<file path="config.mk">
export PLATFORM = sky130hd
export DESIGN_NAME = instr_mem_readout
export DESIGN_NICKNAME = d
export VERILOG_FILES = /design/src/rtl/instr_mem_readout.sv
export SDC_FILE = /design/constraint.sdc
export NUM_CORES = 1
export LEC_CHECK = 0
export CAP_MARGIN = 25
export CORE_AREA = 3 3 103 105
export CTS_CLUSTER_SIZE = 24
export DETAILED_ROUTE_END_ITERATION = 10
export DIE_AREA = 0 0 106 108
export HOLD_SLACK_MARGIN = 0.12
export PLACE_DENSITY = 0.78
export SLEW_MARGIN = 20
export SYNTH_ARGS = -nofsm -noshare
export SYNTH_HDL_FRONTEND = slang
export SYNTH_SLANG_ARGS = --single-unit
</file>
<file path="constraint.sdc">
create_clock -name clk -period 3.5 [get_ports clk]
set_input_delay 0.875 -clock clk [delete_from_list [all_inputs] [get_ports clk]]
set_output_delay 0.875 -clock clk [all_outputs]
set_load 0.01 [all_outputs]
</file>
<file path="src/rtl/instr_mem_readout.sv">
// Button-stepped byte readout of a captured 64-bit instruction or hazard image to an 8-bit display.
// Optional build macro READOUT_CHECKSUM_EN adds an XOR-checksum step after the last byte.
module instr_mem_readout #(
  parameter int NUM_BYTES       = 8,
  parameter int DEBOUNCE_CYCLES = 4
) (
  input  logic                   clk,
  input  logic                   rst,
  input  logic [8*NUM_BYTES-1:0] instrMemBits,
  input  logic [8*NUM_BYTES-1:0] hazardMemBits,
  input  logic                   sel_hazard,
  input  logic                   but_load,
  input  logic                   but_next,
  output logic [7:0]             out_val,
  output logic [2:0]             byte_idx,
  output logic                   out_valid,
  output logic                   done
);

  localparam int         W        = 8 * NUM_BYTES;
  localparam int         CW       = $clog2(DEBOUNCE_CYCLES + 1);
  localparam logic [2:0] LAST_IDX = 3'(NUM_BYTES - 1);

  typedef enum logic [1:0] {
    ST_IDLE,
    ST_SHOW,
    ST_CSUM,
    ST_DONE
  } state_t;

  // Bit 0 = but_next (every accepted change is an event), bit 1 = but_load (rising only).
  logic [1:0] btn_raw;
  logic [1:0] btn_evt;
  logic       next_evt;
  logic       load_evt;

  assign btn_raw  = {but_load, but_next};
  assign next_evt = btn_evt[0];
  assign load_evt = btn_evt[1];

  generate
    for (genvar gi = 0; gi < 2; gi++) begin : g_btn
      logic          sync1_q;
      logic          sync2_q;
      logic          acc_q;
      logic          acc_d;
      logic          evt_q;
      logic          evt_d;
      logic [CW-1:0] cnt_q;
      logic [CW-1:0] cnt_d;

      always_ff @(posedge clk or posedge rst) begin
        if (rst) begin
          sync1_q <= 1'b0;
          sync2_q <= 1'b0;
          acc_q   <= 1'b0;
          evt_q   <= 1'b0;
          cnt_q   <= '0;
        end else begin
          sync1_q <= btn_raw[gi];
          sync2_q <= sync1_q;
          acc_q   <= acc_d;
          evt_q   <= evt_d;
          cnt_q   <= cnt_d;
        end
      end

      // A level that disagrees with the accepted one must persist unbroken to be taken.
      always_comb begin
        acc_d = acc_q;
        cnt_d = '0;
        evt_d = 1'b0;
        if (sync2_q != acc_q) begin
          if (cnt_q == CW'(DEBOUNCE_CYCLES - 1)) begin
            acc_d = sync2_q;
            evt_d = (gi == 1) ? sync2_q : 1'b1;
          end else begin
            cnt_d = cnt_q + 1'b1;
          end
        end
      end

      assign btn_evt[gi] = evt_q;
    end
  endgenerate

  state_t     state_q;
  state_t     state_d;
  logic [W-1:0] shadow_q;
  logic [W-1:0] shadow_d;
  logic [2:0] byte_idx_q;
  logic [2:0] byte_idx_d;
  logic [7:0] out_val_q;
  logic [7:0] out_val_d;
  logic       out_valid_q;
  logic       out_valid_d;
  logic       done_q;
  logic       done_d;

  logic [W-1:0] image_sel;
  logic [2:0]   idx_inc;
  logic [7:0]   shadow_byte [NUM_BYTES];

  assign image_sel = sel_hazard ? hazardMemBits : instrMemBits;
  assign idx_inc   = byte_idx_q + 3'd1;

  // Byte 0 is the most significant byte, i.e. the first one entered.
  generate
    for (genvar gi = 0; gi < NUM_BYTES; gi++) begin : g_byte
      assign shadow_byte[gi] = shadow_q[W-1-8*gi -: 8];
    end
  endgenerate

`ifdef READOUT_CHECKSUM_EN
  logic [7:0] checksum;

  always_comb begin
    checksum = 8'h00;
    for (int i = 0; i < NUM_BYTES; i++) begin
      checksum = checksum ^ shadow_byte[i];
    end
  end
`endif

  always_ff @(posedge clk or posedge rst) begin
    if (rst) begin
      state_q     <= ST_IDLE;
      shadow_q    <= '0;
      byte_idx_q  <= 3'd0;
      out_val_q   <= 8'h00;
      out_valid_q <= 1'b0;
      done_q      <= 1'b0;
    end else begin
      state_q     <= state_d;
      shadow_q    <= shadow_d;
      byte_idx_q  <= byte_idx_d;
      out_val_q   <= out_val_d;
      out_valid_q <= out_valid_d;
      done_q      <= done_d;
    end
  end

  // Load has priority over a coincident step; the step is simply dropped.
  always_comb begin
    state_d     = state_q;
    shadow_d    = shadow_q;
    byte_idx_d  = byte_idx_q;
    out_val_d   = out_val_q;
    out_valid_d = out_valid_q;
    done_d      = done_q;

    if (load_evt) begin
      shadow_d    = image_sel;
      byte_idx_d  = 3'd0;
      out_val_d   = image_sel[W-1 -: 8];
      out_valid_d = 1'b1;
      done_d      = 1'b0;
      state_d     = ST_SHOW;
    end else if (next_evt) begin
      case (state_q)
        ST_SHOW: begin
          if (byte_idx_q < LAST_IDX) begin
            byte_idx_d = idx_inc;
            out_val_d  = shadow_byte[idx_inc];
          end else begin
`ifdef READOUT_CHECKSUM_EN
            state_d   = ST_CSUM;
            out_val_d = checksum;
`else
            state_d     = ST_DONE;
            out_val_d   = 8'h00;
            out_valid_d = 1'b0;
            done_d      = 1'b1;
`endif
          end
        end
        ST_CSUM: begin
          state_d     = ST_DONE;
          out_val_d   = 8'h00;
          out_valid_d = 1'b0;
          done_d      = 1'b1;
        end
        default: begin
        end
      endcase
    end
  end

  assign out_val   = out_val_q;
  assign byte_idx  = byte_idx_q;
  assign out_valid = out_valid_q;
  assign done      = done_q;

endmodule

</file>
==> results.ini <==
[outcome]
status=finished, final reports clean

[worst_hold_path]
whs_path_depth=0
hold_path_class=register to register

[worst_setup_path]
reg2reg_depth=5
critPathMaxFanout=18
cp.arrival_ns=2.69
crit_required_ns=3.72
start_kind=register
critPathKind=register to register
cp-end-kind=register

[synthesis]
async_flop_share_pct=100.0
synth_top_family_by_area=multiplexers
synthesis.nets=545
synth_commonest_cells=dfrtp_1 (92), mux2i_1 (66), nor2_1 (59)
yosys.cell_types.count=32
synth-seq-area-share_pct=50.16
syn_inst=409
synth_adder_area_share_pct=0.8179
yosys_register_bits=92
synth-compound-area-share_pct=9.651
synth-main-ff-cell=dfrtp_1
synth-xor-area-share_pct=1.363
yosysTopAreaCell=dfrtp_1
muxShareOfSynthArea_pct=24.54
yosysWarnings=0
synth_edf_count=0
yosysMostFrequentCell=dfrtp_1
ys_top_cells_by_area=dfrtp_1 (50%), mux2i_1 (14%), a21oi_1 (6.3%)
yosys.area_share.simple_pct=9.706
syn_area_per_cell_um2=11.22
syn_area_um2=4589
yosysTopAreaCellShare_pct=50.16

[timing]
fmax_ghz=0.4060
finalHoldViolCount=0
finalCriticalPeriod_ns=2.463
rsz0062_at_grt=no
fin_skew_ns=0.01098
worstMarginPinSlew_ns=0.8280
setup-tns-final_ns=0
period_share_pct=70.37
setup_viol=0
max_slew_margin_pct=44.80
finalWorstSetupSlack_ns=1.037
maxSlewViolCount=0

[clocking]
cts_tree=yes
clock_latency_ns=0.35
root_buffer=clkbuf_8
htreeDepth=3
hold_buffers=0
cts.repair.resized=0
numClockSinks=92
cts_buffer_depth=2
cts_buffers=9
post_cts_buffers=0
clk_pin_slew_ns=0.09

[placement]
hpwl_um=8547
gp_congestion=0.7969
io_buffers=145
dp_worst_setup_slack_ns=1.019

[floorplan]
num_rows=36
die_x_um=106
initial_core_util_pct=47.17
die_h_um=108
pin_count=146
core_area_um2=9729
design.die.area_um2=11450

[power_and_ir_drop]
p_per_area_nw_per_um2=562.0
ir_drop_uv=268.2
p_leak_nw=2.741

[cells_and_area]
diodes=0
syn2layout_area_growth_pct=37.62
fillCellCount=803
drive_gt1_share_pct=8.364
final_core_util_pct=64.92
fin_nets=681

[grt]
grt_usage_pct=20.44
grt_pass1_wl_um=18520
antenna_found_initial=0
grt_pass1_vias=3749
grt_max_degree=91
grt_overflow=0

[routing]
drtIter0Drc=162
drt_wl_total_um=11410
remaining_drc_errors=0
drt_pass1_iterations=4
vias=3596
routed_via_density=5.265
avgRoutedWirePerCell_um=16.70
drtAntennaViolNets=0

[flow_run]
maxCapViolCount=0

## layout by cell type (no fill, tap or decap), drive strengths merged, types with 3 or more instances in the layout
cell type,instances
clkdlybuf4s50,144
dfrtp,92
mux2i,66
nor2,59
a21oi,58
nand2,20
mux4,14
inv,11
clkbuf,11
mux2,10
o21ai,9
buf,8
o211ai,8
nand3,5
nor2b,5
clkinv,5
nor3b,4
nor3,3
ha,3
xor2,3
## worst paths after layout
| path | startpoint | end | slack (ns) |
|---|---|---|---|
| setup reg to reg | byte_idx[0] | out_val[5] | 1.04 |
| hold reg to reg | g_btn[1].sync1_q | g_btn[1].sync2_q | 0.35 |
| min in group asynchronous | rst | out_valid | 0.91 |
| hold / removal | g_btn[1].sync1_q | g_btn[1].sync2_q | 0.35 |
| max in group asynchronous | rst | shadow_byte[48] | 1.88 |
| setup / recovery | byte_idx[0] | out_val[5] | 1.04 |
## routing by layer
| metal | vias to the layer above | GRT usage [%] | part of all wire, % |
|---|---|---|---|
| met5 | - | 0 | 0 |
| met4 | 0 | 7.401 | 1.9 |
| met3 | 19 | 3.821 | 5.4 |
| met2 | 130 | 33.15 | 49 |
| met1 | 1720 | 27.75 | 43 |
| li1 | 1727 | - | - |
## cell type report
class	count	area, um^2	share of cell area, %
clock buffer	11	141.4	2.239
clock inverter	5	27.53	0.4358
inverter	12	46.29	0.7330
multi-input combinational	278	2115	33.48
sequential	92	2306	36.51
tap	133	166.4	2.635
timing repair buffer	152	1514	23.97
## power by group
group	total [mW]	leakage (nW)	switching (mW)	internal, mW
Clock	0.629	0.0889	0.356	0.273
Sequential	1.76	1.01	0.266	1.49
Combinational	1.16	1.64	0.519	0.643
## cells by family after synthesis
group | Yosys count
buffers and inverters | 39
adder cells (fa/ha/maj) | 3
flip-flops | 92
multiplexers | 90
AO/OA/AOI/OAI | 78
XOR/XNOR | 5
AND/OR/NAND/NOR | 102
## per-stage QoR
stage,std cells,power (mW),area (um^2),hold WS (ns)
final,683,3.549,6316,0.3548
after global routing,683,3.795,6316,0.3748
after CTS,683,3.569,6316,0.3582
after detailed placement,667,2.936,6147,0.3347
after global placement,667,2.853,6147,0.3338
after floorplan,409,2.416,4589,0.3312
## sequential cells by signal, indices dropped and copies added (netlist names)
name,cells
byte_idx,3
done,1
g_btn.acc_q,2
g_btn.cnt_q,6
g_btn.evt_q,2
g_btn.sync1_q,2
g_btn.sync2_q,2
out_val,8
out_valid,1
shadow_byte,64
state_q,1
## worst max-delay path, stage by stage, from the launching register on
cell	delay, ns
dfrtp_1	0.49
ha_1	0.32
xor2_4	0.58
mux4_1	0.68
mux2i_1	0.16
o211ai_1	0.10
No activity file was read; power rests on OpenSTA's default activity.
